$ cat config.mk
export PLATFORM = sky130hd
export DESIGN_NAME = cskipa_arb_17bit
export DESIGN_NICKNAME = d
export VERILOG_FILES = /design/src/rtl/cskipa_pkg.sv /design/src/rtl/CSkipA_17bit.sv /design/src/rtl/cskipa_arb_17bit.sv
export SDC_FILE = /design/constraint.sdc
export NUM_CORES = 1
export LEC_CHECK = 0
export CAP_MARGIN = 10
export CORE_AREA = 5 5 93 95
export CTS_CLUSTER_SIZE = 30
export DETAILED_ROUTE_END_ITERATION = 6
export DIE_AREA = 0 0 98 100
export PLACE_DENSITY = 0.82
export SYNTH_ARGS = -nofsm -noshare
export SYNTH_HDL_FRONTEND = slang
export SYNTH_SLANG_ARGS = --single-unit
$ cat constraint.sdc
create_clock -name i_clk -period 9.68 [get_ports i_clk]
set_input_delay 0.968 -clock i_clk [delete_from_list [all_inputs] [get_ports i_clk]]
set_output_delay 0.968 -clock i_clk [all_outputs]
set_load 0.05 [all_outputs]
$ cat src/rtl/cskipa_pkg.sv
// rtl/cskipa_pkg.sv - shared sizing, result FSM encoding and id-width helper
package cskipa_pkg;

  function automatic int cskipa_id_w(input int n);
    return (n > 1) ? $clog2(n) : 1;
  endfunction

  localparam int CSKIPA_WIDTH    = 17;
  localparam int CSKIPA_NREQ     = 4;
  localparam int CSKIPA_ID_W     = cskipa_id_w(CSKIPA_NREQ);
  localparam int CSKIPA_SKIP_BLK = 4;

  typedef enum logic {
    ST_EMPTY = 1'b0,
    ST_FULL  = 1'b1
  } res_state_t;

endpackage

$ cat src/rtl/CSkipA_17bit.sv
// rtl/CSkipA_17bit.sv - combinational carry-skip adder, carry-in tied to zero
module CSkipA_17bit
  import cskipa_pkg::*;
#(
  parameter int WIDTH = CSKIPA_WIDTH,
  parameter int BLK   = CSKIPA_SKIP_BLK
) (
  input  logic [WIDTH-1:0] i_a,
  input  logic [WIDTH-1:0] i_b,
  output logic [WIDTH-1:0] o_sum,
  output logic             o_cout
);

  always_comb begin
    logic v_c;
    logic v_blk_cin;
    logic v_blk_p;
    logic v_p;
    logic v_g;
    v_c       = 1'b0;
    v_blk_cin = 1'b0;
    v_blk_p   = 1'b0;
    v_p       = 1'b0;
    v_g       = 1'b0;
    o_sum     = '0;
    for (int i = 0; i < WIDTH; i++) begin
      if (i % BLK == 0) begin
        v_blk_cin = v_c;
        v_blk_p   = 1'b1;
      end
      v_p      = i_a[i] ^ i_b[i];
      v_g      = i_a[i] & i_b[i];
      o_sum[i] = v_p ^ v_c;
      v_c      = v_g | (v_p & v_c);
      v_blk_p  = v_blk_p & v_p;
      // a fully-propagating block passes its incoming carry straight through
      if ((i % BLK == BLK - 1) || (i == WIDTH - 1))
        v_c = v_blk_p ? v_blk_cin : v_c;
    end
    o_cout = v_c;
  end

endmodule

$ cat src/rtl/cskipa_arb_17bit.sv
// rtl/cskipa_arb_17bit.sv - round-robin shared carry-skip adder with one-entry result register
// Optional signed-overflow output o_res_ovf enabled by CSKIPA_ARB_OVF_EN.
module cskipa_arb_17bit
  import cskipa_pkg::*;
#(
  parameter  int WIDTH = CSKIPA_WIDTH,
  parameter  int NREQ  = CSKIPA_NREQ,
  localparam int ID_W  = cskipa_id_w(NREQ)
) (
  input  logic                  i_clk,
  input  logic                  i_rst,
  input  logic [NREQ-1:0]       i_req_valid,
  output logic [NREQ-1:0]       o_req_ready,
  input  logic [NREQ*WIDTH-1:0] i_req_a,
  input  logic [NREQ*WIDTH-1:0] i_req_b,
  output logic                  o_res_valid,
  input  logic                  i_res_ready,
  output logic [WIDTH-1:0]      o_res_sum,
  output logic                  o_res_cout,
`ifdef CSKIPA_ARB_OVF_EN
  output logic                  o_res_ovf,
`endif
  output logic [ID_W-1:0]       o_res_id
);

  res_state_t       r_state;
  logic [WIDTH-1:0] r_sum;
  logic             r_cout;
  logic [ID_W-1:0]  r_id;
  logic [ID_W-1:0]  r_ptr;

  logic             w_can_accept;
  logic             w_found;
  logic             w_xfer;
  logic [ID_W-1:0]  w_gnt;
  logic [ID_W-1:0]  w_ptr_nxt;
  logic [WIDTH-1:0] w_a;
  logic [WIDTH-1:0] w_b;
  logic [WIDTH-1:0] w_sum;
  logic             w_cout;

  // reset also kills the accept strobe combinationally
  assign w_can_accept = !i_rst && ((r_state == ST_EMPTY) || i_res_ready);

  always_comb begin
    int v_idx;
    v_idx   = 0;
    w_found = 1'b0;
    w_gnt   = '0;
    for (int off = 0; off < NREQ; off++) begin
      v_idx = int'(r_ptr) + off;
      if (v_idx >= NREQ) v_idx = v_idx - NREQ;
      if (!w_found && i_req_valid[v_idx]) begin
        w_found = 1'b1;
        w_gnt   = ID_W'(v_idx);
      end
    end
  end

  assign w_xfer      = w_can_accept && w_found;
  assign o_req_ready = w_xfer ? (NREQ'(1) << w_gnt) : '0;
  assign w_ptr_nxt   = (int'(w_gnt) == NREQ - 1) ? '0 : w_gnt + ID_W'(1);
  assign w_a         = i_req_a[w_gnt*WIDTH +: WIDTH];
  assign w_b         = i_req_b[w_gnt*WIDTH +: WIDTH];

  CSkipA_17bit #(.WIDTH(WIDTH)) u_adder (
    .i_a    (w_a),
    .i_b    (w_b),
    .o_sum  (w_sum),
    .o_cout (w_cout)
  );

  always_ff @(posedge i_clk or posedge i_rst) begin
    if (i_rst) begin
      r_state <= ST_EMPTY;
      r_sum   <= '0;
      r_cout  <= 1'b0;
      r_id    <= '0;
      r_ptr   <= '0;
    end else if (w_xfer) begin
      r_state <= ST_FULL;
      r_sum   <= w_sum;
      r_cout  <= w_cout;
      r_id    <= w_gnt;
      r_ptr   <= w_ptr_nxt;
    end else if (i_res_ready) begin
      r_state <= ST_EMPTY;
    end
  end

  assign o_res_valid = (r_state == ST_FULL);
  assign o_res_sum   = r_sum;
  assign o_res_cout  = r_cout;
  assign o_res_id    = r_id;

`ifdef CSKIPA_ARB_OVF_EN
  logic r_ovf;
  always_ff @(posedge i_clk or posedge i_rst) begin
    if (i_rst)       r_ovf <= 1'b0;
    else if (w_xfer) r_ovf <= (w_a[WIDTH-1] == w_b[WIDTH-1]) && (w_sum[WIDTH-1] != w_a[WIDTH-1]);
  end
  assign o_res_ovf = r_ovf;
`endif

endmodule

==> results of run 1 <==
## final timing paths
kind | startpoint | endpoint | slack, ns
worst max-delay path | i_req_valid[0] | o_res_sum[16]$_DFFE_PP0P_ | 0.52
worst min-delay path | o_res_sum[15]$_DFFE_PP0P_ | o_res_sum[15]$_DFFE_PP0P_ | 0.48
worst max register to register | r_ptr[1]$_DFFE_PP0P_ | o_res_sum[16]$_DFFE_PP0P_ | 1.29
worst min register to register | o_res_sum[15]$_DFFE_PP0P_ | o_res_sum[15]$_DFFE_PP0P_ | 0.48
max in group asynchronous | i_rst | o_res_sum[15]$_DFFE_PP0P_ | 7.92
min in group asynchronous | i_rst | o_res_valid$_DFFE_PP0P_ | 1.23
## cell families (layout without fill, tap and decap cells)
family,Yosys count,after routing,share of synthesized area (%)
AO/OA/AOI/OAI,23,23,4.64
adder cells (fa/ha/maj),36,36,18.9
buffers and inverters,26,184,6.80
flip-flops,23,23,19.1
multiplexers,127,127,43.2
AND/OR/NAND/NOR,51,51,7.34
## state kept, by name (all words and copies together) (netlist names)
register / flops
o_res_sum: 17
o_res_cout: 1
o_res_id: 2
o_res_valid: 1
r_ptr: 2
## area by class of cell
cell class	count	area, sq um	share of cell area (%)
Sequential cell	23	576	12.1
Inverter	7	26.3	0.554
Clock buffer	4	45.0	0.950
Timing Repair Buffer	173	1720	36.2
Multi-Input combinational cell	237	2250	47.5
Tap cell	102	128	2.69
## metrics by stage
| step | setup slack (ns) | hold slack (ns) |
|---|---|---|
| floorplan | 1.12 | 0.494 |
| global placement | 0.578 | 0.459 |
| detailed placement | 0.223 | 0.465 |
| CTS | 0.489 | 0.485 |
| global route | 0.122 | 0.509 |
| finish | 0.521 | 0.478 |
## cells in the final DEF (no fill, tap or decap), drive strengths merged
cell type      synthesis  final
a21o                   1      1
mux2                  27     27
clkbuf                 1      4
inv                    7      7
nand2                 36     36
a211oi                 1      1
clkdlybuf4s50          0    167
fa                    16     16
buf                   18      6
dfrtp                 23     23
mux2i                100    100
o21a                   1      1
ha                    20     20
a21oi                  2      2
nand2b                 2      2
o22ai                  1      1
and2                   4      4
nor2                   3      3
nor2b                  2      2
o21ai                 14     14
a31o                   1      1
o31ai                  1      1
nand4                  4      4
o22a                   1      1
## per-layer routing
layer  share of wire (%)  wire [um]
met1                  41       3530
met2                  52       4410
met3                 5.7        483
met4                 1.1         90
met5                   0          0
## power by group
| group | switching [mW] | leakage, nW | internal [mW] |
|---|---|---|---|
| Sequential | 0.0278 | 0.282 | 0.142 |
| Combinational | 0.518 | 1.77 | 0.418 |
| Clock | 0.0289 | 0.0228 | 0.0293 |
| Total | 0.574 | 2.08 | 0.589 |
## worst min-delay path: cells and delay by family, from the launching register on
family / cells / cell delay (ns)
DFF: 1 / 0.35
and+or+nand+nor: 2 / 0.10
==> run_results.csv, run 1 <==
group,metric,value,unit
clock_network,post-cts-setup-buffers,0,
grt,grt_max_degree,37,
clock_network,clkTransAtPathRegs,0.08,ns
grt,grt_overflow,0,
placed_design,post-dp-hpwl,7480,um
placed_design,place.port_buffers,167,
logic_synthesis,synth_area,3020,sq um
layout,area_growth,57.2,%
pwr,p_per_area,245,nW/um^2
grt,use_met2,32.6,%
clock_network,cts_hold_buf,0,
layout,n_antenna_cell,0,
layout,utilization,62.0,%
logic_synthesis,syn_area_per_cell,10.6,sq um
sta,min_period,9.16,ns
sta,min_period_over_period,94.6,%
sta,finalSetupTns,0,ns
setup_path,critPathLaunchType,"input pin",
clock_network,clock_latency,0.25,ns
pwr,ir_drop,0.105,mV
setup_path,cp_top_family,"adder cells",
sta,relSlewSlack,42.1,%
sta,hold_viol_final,0,
layout,fin_nets,624,
route,drt-initial-drc-count,93,
route,remaining_drc_errors,0,
sta,rsz0062_at_grt,"false",
logic_synthesis,synthDistinctLibCells,28,
grt,groute.usage.overall,17.3,%
grt,use_met1,21.2,%
sta,slew_violations,0,
clock_network,cts_sinks,23,
clock_network,cts_buffers,3,
logic_synthesis,synth_area_leaders,"mux2i_1, dfrtp_1, fa_1",
grt,grtUsageMet3,3.06,%
grt,antenna_found_initial,0,
run,cap_violations,0,
sta,clock_skew,0.000788,ns
pwr,power,1.16,mW
logic_synthesis,synth_top_area_share,33.2,%
pwr,leakagePower,2.08,nW
setup_path,arrival,9.30,ns
logic_synthesis,async_flop_share,100,%
setup_path,r2r.worst_path.cells,29,
logic_synthesis,synth.most_common_cell,"mux2i_1",
logic_synthesis,synth_nets,465,
clock_network,cts_resized,0,
setup_path,crit_path_frequent_cell,"fa_1",
clock_network,cts-root-buf,"clkbuf_8",
logic_synthesis,synth_area_leader_cell,"mux2i_1",
logic_synthesis,synth_cells,286,
placed_design,place_inst,542,
floorplan,core_area,7650,sq um
floorplan,ios,168,
setup_path,crit_slowest_cell,"fa_1",
logic_synthesis,netlist_top_cells_count,"mux2i_1, nand2_1, mux2_2",
floorplan,dieArea,9800,sq um
grt,grt_pass1_vias,2957,
route,vias_per_cell,4.87,
setup_path,cp-end-kind,"flip-flop",
setup_path,cp.depth,30,
grt,grt-busiest-layer,"met2",
route,vias,2659,
sta,tightest_slew,0.868,ns
logic_synthesis,synth-edff-count,0,
clock_network,cts.path.max_buffers,2,
layout,fin_cells,546,
floorplan,die_w,98,um
logic_synthesis,ys_seq_area_share,19.1,%
logic_synthesis,ys.warnings.count,0,
placed_design,place_area,4700,sq um
min_path,whs_path_depth,2,
setup_path,crit_buf_inv,2,
route,wl_per_cell,15.6,um
logic_synthesis,ys_seq_elements,23,
layout,layout-drive-gt1-share,9.01,%
grt,grt_pass1_wl,14200,um
placed_design,routabilityCongestion,0.855,
outcome,status,"finished, final reports clean",
layout,stdcell_area,4740,sq um
clock_network,htreeDepth,1,
route,dr.pass1.iters,4,
setup_path,max_stage_delay,0.49,ns
logic_synthesis,synth-main-ff-cell,"dfrtp_1",
floorplan,start_util,39.5,%
sta,fmax,0.109,GHz
setup_path,path_max_fanout,6,
floorplan,fp.dieH,100,um
layout,num-fill-cells,661,
min_path,hold_path_class,"flip-flop to flip-flop",
floorplan,num_rows,32,
route,ant_nets,0,
clock_network,cts_tree,"yes",
setup_path,path_class,"input pin to flip-flop",
sta,setup_viol,0,
route,drt-total-wl,8510,um
setup_path,cp.required,9.82,ns
Power figures use the tool's default switching activity.
==> run 2: changes to the inputs <==
--- a/config.mk
+++ b/config.mk
@@ -10,7 +10,9 @@
 export CTS_CLUSTER_SIZE = 30
 export DETAILED_ROUTE_END_ITERATION = 6
 export DIE_AREA = 0 0 98 100
+export GPL_ROUTABILITY_DRIVEN = 1
 export PLACE_DENSITY = 0.82
+export SLEW_MARGIN = 20
 export SYNTH_ARGS = -nofsm -noshare
 export SYNTH_HDL_FRONTEND = slang
 export SYNTH_SLANG_ARGS = --single-unit
==> results of run 2 <==
No change in the layout: final DEF, timing and power equal those of run 1.
==> run 3: changes to the inputs <==
--- a/config.mk
+++ b/config.mk
@@ -11,7 +11,7 @@
 export DETAILED_ROUTE_END_ITERATION = 6
 export DIE_AREA = 0 0 98 100
 export GPL_ROUTABILITY_DRIVEN = 1
-export PLACE_DENSITY = 0.82
+export PLACE_DENSITY_LB_ADDON = 0.2
 export SLEW_MARGIN = 20
 export SYNTH_ARGS = -nofsm -noshare
 export SYNTH_HDL_FRONTEND = slang
==> run 3 against run 2 <==
Combinational power shrank 1%. Global-route usage decreased by 1.2 points. Worst setup slack got worse by 0.038 ns. Clock-buffer cell count down 1. Total power shrank 0.84%. Via count decreased by 0.90%. Sequential share of layout area barely moved. Register-to-register slack barely moved. Clock skew is 0.0033 ns higher. Critical endpoint unchanged. Worst hold slack gained 0.00053 ns. First-iteration DRC count shrank 18%.
==> run_results.csv, run 3 (same netlist as run 1, synthesis figures left out) <==
group,metric,value,unit
clock_network,post-cts-setup-buffers,0,
sta,fmax,0.109,GHz
setup_path,path_max_fanout,9,
grt,grt_max_degree,40,
clock_network,clkTransAtPathRegs,0.08,ns
floorplan,dieArea,9800,sq um
layout,n_antenna_cell,0,
route,dr.pass1.iters,4,
sta,clock_skew,0.00412,ns
layout,layout_commonest_cell,"clkdlybuf4s50_1",
clock_network,cts_hold_buf,0,
layout,layout-drive-gt1-share,9.44,%
sta,rsz0062_at_grt,"false",
clock_network,cts_resized,0,
clock_network,cts.path.max_buffers,2,
floorplan,die_w,98,um
placed_design,post-dp-hpwl,7100,um
run,cap_violations,0,
route,vias_per_cell,4.82,
route,ant_nets,0,
grt,antenna_found_initial,0,
sta,finalSetupTns,0,ns
placed_design,routabilityCongestion,0.840,
placed_design,place_area,4710,sq um
grt,grt_pass1_vias,2816,
route,vias,2635,
setup_path,r2r-end,"o_res_sum[16]$_DFFE_PP0P_",
grt,grt_pass1_wl,13100,um
setup_path,cp.required,9.82,ns
sta,hold_viol_final,0,
sta,setup_viol,0,
layout,stdcell_area,4750,sq um
setup_path,r2r_start,"r_ptr[1]$_DFFE_PP0P_",
setup_path,crit_slowest_cell,"a211oi_4",
sta,min_period_over_period,95.0,%
setup_path,max_stage_delay,0.51,ns
setup_path,critPathLaunchType,"input pin",
route,remaining_drc_errors,0,
pwr,leakagePower,2.09,nW
layout,final_cell_mix,"clkdlybuf4s50_1, mux2i_1, nand2_1",
clock_network,cts_sinks,23,
sta,setup_slack,0.483,ns
min_path,hold_path_class,"flip-flop to flip-flop",
setup_path,arrival,9.34,ns
sta,relSlewSlack,41.0,%
floorplan,fp.dieH,100,um
layout,largest_reg_flops,17,
route,drt-initial-drc-count,76,
route,drt-total-wl,8040,um
grt,groute.usage.overall,16.1,%
clock_network,htreeDepth,1,
floorplan,start_util,39.5,%
floorplan,num_rows,32,
sta,tightest_slew,0.885,ns
outcome,status,"finished, final reports clean",
clock_network,cts_tree,"yes",
sta,slew_violations,0,
setup_path,r2r.worst_path.cells,29,
clock_network,cts_buffers,3,
grt,grt_overflow,0,
sta,holdWs,0.478,ns
layout,area_growth,57.5,%
route,wl_per_cell,14.7,um
setup_path,critPathLaunch,"i_req_valid[0]",
min_path,whs_path_depth,2,
setup_path,cp-end-kind,"flip-flop",
clock_network,clock_latency,0.26,ns
placed_design,place.port_buffers,167,
setup_path,r2r_slack,1.30,ns
setup_path,path_class,"input pin to flip-flop",
pwr,ir_drop,0.107,mV
floorplan,ios,168,
clock_network,cts-root-buf,"clkbuf_8",
setup_path,crit_path_frequent_cell,"fa_1",
floorplan,core_area,7650,sq um
layout,fin_nets,625,
pwr,power,1.15,mW
placed_design,dp_slack,0.165,ns
sta,min_period,9.20,ns
setup_path,endpoint,"o_res_sum[16]$_DFFE_PP0P_",
pwr,p_per_area,243,nW/um^2
[run 3: cell types whose count changed in the layout (fill, tap and decap cells not counted), sizes merged]
cell,delta
buf,+1
clkbuf,-1
clkinv,+1
[run 3: area by class of cell]
class,count,area (sq um)
tap,102,128
timing repair buffer,174,1720
clock inverter,1,5.00
sequential,23,576
clock buffer,3,41.3
inverter,7,26.3
multi-input combinational,237,2250
fill,653,2900
[run 3: power breakdown]
group	switching (mW)	total [mW]	internal [mW]	leakage, nW
registers	0.0269	0.168	0.142	0.282
logic	0.510	0.927	0.417	1.78
clock network	0.0291	0.0577	0.0286	0.0255
[run 3: through the flow]
stage	utilization, %	cells
after floorplan	-	286
after global placement	61.5	543
after detailed placement	61.5	543
after CTS	62.1	547
after global routing	62.1	547
final	62.1	547
[run 3: per-layer routing]
layer	up-vias	part of all wire [%]	track usage (%)
li1	1329	-	-
met1	1209	43	19.7
met4	0	0.37	1.28
met5	-	0	0
met3	4	6.9	4.24
met2	93	50	29.7
[run 3: critical path: cells and delay by family]
kind | cells | cell delay, ns
simple gates | 4 | 0.39
buf+inv | 2 | 0.52
mux | 3 | 0.88
compound gates | 4 | 0.83
fa+ha+maj | 17 | 5.74
[run 3: worst min path at each step]
stage | from | end | slack [ns]
global placement | o_res_sum[3]$_DFFE_PP0P_ | o_res_sum[3]$_DFFE_PP0P_ | 0.46
detailed placement | o_res_sum[0]$_DFFE_PP0P_ | o_res_sum[0]$_DFFE_PP0P_ | 0.46
global route | o_res_sum[2]$_DFFE_PP0P_ | o_res_sum[2]$_DFFE_PP0P_ | 0.51
CTS | o_res_sum[0]$_DFFE_PP0P_ | o_res_sum[0]$_DFFE_PP0P_ | 0.48
finish | o_res_sum[2]$_DFFE_PP0P_ | o_res_sum[2]$_DFFE_PP0P_ | 0.48
floorplan | r_ptr[0]$_DFFE_PP0P_ | r_ptr[0]$_DFFE_PP0P_ | 0.49
